--- src/rtl/rv32_branch_predictor.sv ---
// -----------------------------------------------------------------------------
// rv32_branch_predictor
//   Fetch-side direction predictor (2-bit saturating counters) with a
//   direct-mapped branch target buffer. Lookup is combinational from
//   registered state; training comes from the exec stage's resolved outcome.
//
// Ports
//   clk              core clock, rising edge
//   rst              asynchronous active-high reset
//   fetch_pc         PC being fetched this cycle
//   pred_taken       predicted taken for fetch_pc
//   pred_target      predicted next PC (BTB target or fetch_pc+4)
//   upd_valid        exec resolved a branch/jump this cycle
//   upd_pc           PC of the resolved instruction
//   upd_taken        resolved direction (do_branch)
//   upd_target       resolved taken target
//   upd_is_jump      resolved instruction is an unconditional jump
//   upd_mispredict   fetch prediction for this instruction was wrong
//   perf_branches    saturating count of resolved branches/jumps
//   perf_mispredicts saturating count of mispredictions
// -----------------------------------------------------------------------------
module rv32_branch_predictor #(
    parameter int ENTRIES  = 64,
    parameter int TAG_BITS = 8
) (
    input  logic        clk,
    input  logic        rst,
    input  logic [31:0] fetch_pc,
    output logic        pred_taken,
    output logic [31:0] pred_target,
    input  logic        upd_valid,
    input  logic [31:0] upd_pc,
    input  logic        upd_taken,
    input  logic [31:0] upd_target,
    input  logic        upd_is_jump,
    input  logic        upd_mispredict,
    output logic [31:0] perf_branches,
    output logic [31:0] perf_mispredicts
);

    localparam int IDX_BITS = $clog2(ENTRIES);

    typedef enum logic [1:0] {
        CTR_STRONG_NT = 2'b00,
        CTR_WEAK_NT   = 2'b01,
        CTR_WEAK_T    = 2'b10,
        CTR_STRONG_T  = 2'b11
    } ctr_e;

    // Per-entry state
    logic                valid_q  [ENTRIES];
    ctr_e                ctr_q    [ENTRIES];
    logic [TAG_BITS-1:0] tag_mem  [ENTRIES];
    logic [31:0]         tgt_mem  [ENTRIES];

    // Index / tag extraction; pc[1:0] and bits above the tag are ignored
    logic [IDX_BITS-1:0] f_idx, u_idx;
    logic [TAG_BITS-1:0] f_tag, u_tag;

    assign f_idx = fetch_pc[IDX_BITS+1:2];
    assign f_tag = fetch_pc[IDX_BITS+2 +: TAG_BITS];
    assign u_idx = upd_pc[IDX_BITS+1:2];
    assign u_tag = upd_pc[IDX_BITS+2 +: TAG_BITS];

    logic unused_pc_bits;
    assign unused_pc_bits = ^{fetch_pc, upd_pc};

    // -------------------------------------------------------------------------
    // Lookup: reads pre-update state, so a same-cycle update to the same entry
    // becomes visible only on the following cycle.
    // -------------------------------------------------------------------------
    logic f_hit;

    always_comb begin
        // NOTE: every always_comb output gets a default first so no path can
        // leave it unassigned and infer a latch.
        f_hit       = 1'b0;
        pred_taken  = 1'b0;
        pred_target = fetch_pc + 32'd4;
        f_hit       = valid_q[f_idx] && (tag_mem[f_idx] == f_tag);
        pred_taken  = f_hit && ctr_q[f_idx][1];
        if (pred_taken) begin
            pred_target = tgt_mem[f_idx];
        end
    end

    // -------------------------------------------------------------------------
    // Update: valid bits, counters and perf counters carry reset
    // -------------------------------------------------------------------------
    logic u_hit;
    assign u_hit = valid_q[u_idx] && (tag_mem[u_idx] == u_tag);

    always_ff @(posedge clk or posedge rst) begin
        // NOTE: sequential state is assigned with non-blocking (<=) so every
        // register samples pre-edge values regardless of statement order.
        if (rst) begin
            for (int i = 0; i < ENTRIES; i++) begin
                valid_q[i] <= 1'b0;
                ctr_q[i]   <= CTR_WEAK_NT;
            end
            perf_branches    <= '0;
            perf_mispredicts <= '0;
        end else if (upd_valid) begin
            if (u_hit) begin
                if (upd_is_jump) begin
                    ctr_q[u_idx] <= CTR_STRONG_T;
                end else if (upd_taken) begin
                    if (ctr_q[u_idx] != CTR_STRONG_T)
                        ctr_q[u_idx] <= ctr_e'(ctr_q[u_idx] + 2'd1);
                end else begin
                    if (ctr_q[u_idx] != CTR_STRONG_NT)
                        ctr_q[u_idx] <= ctr_e'(ctr_q[u_idx] - 2'd1);
                end
            end else if (upd_taken) begin
                // Allocate by overwriting whatever occupied the slot
                valid_q[u_idx] <= 1'b1;
                ctr_q[u_idx]   <= upd_is_jump ? CTR_STRONG_T : CTR_WEAK_T;
            end

            if (perf_branches != 32'hFFFF_FFFF)
                perf_branches <= perf_branches + 32'd1;
            if (upd_mispredict && (perf_mispredicts != 32'hFFFF_FFFF))
                perf_mispredicts <= perf_mispredicts + 32'd1;
        end
    end

    // -------------------------------------------------------------------------
    // Tag/target arrays: a taken outcome always writes both, which covers the
    // hit case (tag unchanged, target refreshed) and the allocate case.
    // -------------------------------------------------------------------------
    always_ff @(posedge clk) begin
        // NOTE: tag/target storage has no reset; its contents are meaningless
        // until the entry's valid bit is set, so it can map to plain RAM.
        if (!rst && upd_valid && upd_taken) begin
            tag_mem[u_idx] <= u_tag;
            tgt_mem[u_idx] <= upd_target;
        end
    end

endmodule
--- config.mk ---
export PLATFORM = sky130hd
export DESIGN_NAME = rv32_branch_predictor
export DESIGN_NICKNAME = d
export VERILOG_FILES = /design/src/rtl/rv32_branch_predictor.sv
export SDC_FILE = /design/constraint.sdc
export NUM_CORES = 2
export LEC_CHECK = 0
export CAP_MARGIN = 40
export CORE_AREA = 2 2 325 648
export DETAILED_ROUTE_END_ITERATION = 8
export DIE_AREA = 0 0 327 650
export PLACE_DENSITY = 0.75
export RECOVER_POWER = 25
export SYNTH_ARGS = -nofsm -noshare
export SYNTH_HDL_FRONTEND = slang
export SYNTH_SLANG_ARGS = --single-unit
--- constraint.sdc ---
create_clock -name clk -period 8.8 [get_ports clk]
set_clock_uncertainty 0.05 [all_clocks]
set_input_delay 1.32 -clock clk [delete_from_list [all_inputs] [get_ports clk]]
set_output_delay 1.32 -clock clk [all_outputs]
set_load 0.005 [all_outputs]
==> results.yml <==
synthesis:
  syn_area_mm2: 0.116
  syn-num-nets: 5776
  synthFlopType: "edfxtp_1"
  synth-edff-count: 2560
  synth_cells: 5669
  syn_avg_cell_area_um2: 20.4
  ys_warn_count: 0
  synth_cell_types: 74
  synth-seq-cells: 2816
  ys_seq_area_share_pct: 72.1
  async_reset_ff_share_pct: 9.09
power_and_ir_drop:
  finalPower_w: 0.0271
  power.density_mw_per_mm2: 208
  ir_worst_vdd_uv: 205
  p_leak_nw: 42.0
clock_network:
  insertion_delay_ns: 0.92
  cts_buffers: 227
  cts_root_buf: "clkbuf_16"
  clkSinkCount: 2816
  cts_tree: "built"
  ctsLongestPathBuffers: 4
  ctsHoldBuffers: 0
  cts_max_level: 4
  clk_pin_slew_ns: 0.07
  post-cts-setup-buffers: 0
  post_cts.resized_instances: 0
floorplanning:
  fp.dieW_um: 327
  io_pins: 199
  core_mm2: 0.208
  die-area_mm2: 0.213
  start_util_pct: 55.6
  core.rowCount: 237
  die_h_um: 650
sta:
  rsz0062_at_grt: "no"
  min_period_ns: 8.03
  drv_slew: 1480
  tightest_slew_ns: 2.66
  setup_viol: 0
  slew_headroom_pct: -77.2
  fmax_mhz: 125
  setup_tns_ns: 0
  hold_viol: 0
  fin_crit_sh_pct: 91.3
place:
  place_congestion: 0.987
  io_buffers: 180
  dp_hpwl_um: 211000
  dpl_cell_area_mm2: 0.123
drt:
  first_iter_violations: 10999
  ant_nets: 0
  drc: 0
  vias: 64933
  wire_per_inst_um: 40.9
  vias_per_cell: 7.25
  wirelength_um: 366000
  first_pass_iters: 9
global_routing:
  grt_pass1_vias: 65007
  grt_max_degree: 131
  grt_pass1_wl_um: 506000
  grt_overflow: 0
  track_usage_pct: 34.6
  antenna_found_initial: 22
layout:
  layout_commonest_cell: "edfxtp_1"
  final_cell_mix: "edfxtp_1, mux4_2, nand2_1"
  nets: 6122
  final_design_area_no_fill_mm2: 0.130
  final_util_pct: 62.8
  fillers: 13503
  area_growth_pct: 12.8
  drive_gt1_share_pct: 29.8
setup_path:
  required_ns: 7.43
  worstSetupPathType: "primary input to output port"
  end_kind: "output port"
  cp-start-kind: "primary input"
  worstPathArrival_ns: 6.66
  r2r-start: "tag_mem[15][0]"
  crit_path_start: "fetch_pc[2]"
  cp_max_fo: 58
run_status:
  violations: "max-capacitance violations, max-slew violations"
  status: "finished, violations left"
job:
  drv_cap: 23
worst_hold_path:
  hold_class: "flip-flop to flip-flop"
  min-delay-start: "valid_q[14]"
logic make-up (layout without fill, tap and decap cells):
kind of cell             Yosys count  in the layout  synth area share [%]
buffers and inverters            453            980                  1.57
flip-flops                      2816           2816                  72.1
multiplexers                    1048           1048                  19.3
adder cells (fa/ha/maj)            5              5                0.0541
other                              0             13                     0
XOR/XNOR                         100            100                 0.757
AND/OR/NAND/NOR                  636            636                  2.60
AO/OA/AOI/OAI                    611            611                  3.66
power by group:
| group | switching, W | internal [W] |
|---|---|---|
| clock network | 0.00478 | 0.00568 |
| logic | 0.00107 | 0.000777 |
| registers | 0.0000817 | 0.0147 |
| total | 0.00593 | 0.0211 |
through the flow:
step | setup slack (ns) | instances | hold slack, ns
global route | 0.700 | 8947 | 0.448
detailed placement | 0.902 | 8510 | 0.415
CTS | 0.869 | 8920 | 0.431
global placement | 0.854 | 8449 | 0.401
finish | 0.769 | 8957 | 0.436
floorplan | 1.47 | 5669 | 0.386
state kept, by name (all words and copies together) (netlist names):
| register | flops |
|---|---|
| tag_mem | 512 |
| valid_q | 64 |
| tgt_mem | 2048 |
| perf_mispredicts | 32 |
| ctr_q | 128 |
| perf_branches | 32 |
Yosys cell counts, types with 61 or more instances:
library cell | n | area share, %
a31o_2 | 64 | 0.48
mux4_2 | 939 | 18
o31ai_1 | 68 | 0.44
a21oi_1 | 118 | 0.51
nand3_1 | 79 | 0.34
o22ai_1 | 80 | 0.43
mux2i_1 | 75 | 0.65
nor2_1 | 145 | 0.47
buf_2 | 64 | 0.28
edfxtp_1 | 2560 | 66
dfrtp_1 | 192 | 4.2
inv_1 | 83 | 0.27
dfstp_2 | 64 | 1.5
a22oi_1 | 61 | 0.40
nand2_1 | 246 | 0.80
clkbuf_1 | 200 | 0.65
buf_1 | 95 | 0.31
a21o_1 | 66 | 0.43
routing by layer:
layer / wire (µm) / up-vias / GRT usage (%)
li1: - / 24403 / -
met1: 110000 / 33632 / 39.8
met2: 181000 / 5391 / 56.6
met3: 41700 / 1493 / 8.43
met4: 33500 / 14 / 24.7
met5: 112 / - / 0.0229
critical path, cell delays in order:
cell and delay (ns):
buf_8 0.49, buf_4 0.47, mux4_2 0.57, mux4_2 0.50, mux4_2 0.58, xnor2_1 0.17, nand2_1 0.10, nor4_1 0.32
nand4_1 0.70, a21oi_1 0.73, clkdlybuf4s50_1 0.61
worst paths after layout:
check                      cells past startpoint  slack (ns)               to
max                                           11        0.77  pred_target[20]
max in group asynchronous                      6        6.28        ctr_q[60]
min in group asynchronous                      2        0.80      valid_q[37]
min reg2reg                                    2        0.44      valid_q[14]
max reg2reg                                   10        3.62         ctr_q[0]
min                                            2        0.44      valid_q[14]
cell type report:
type                    count  area [µm²]  area share (%)
well taps                2748        3440            2.64
clock inverters           150        1550            1.18
diodes                     13        32.5          0.0249
flip-flops and latches   2816       83400            63.9
multi-input cells        2400       31000            23.8
repair buffers            485        4820            3.70
inverters                  85         320           0.246
clock buffers             260        5890            4.52
(Power assumes the default switching activity.)
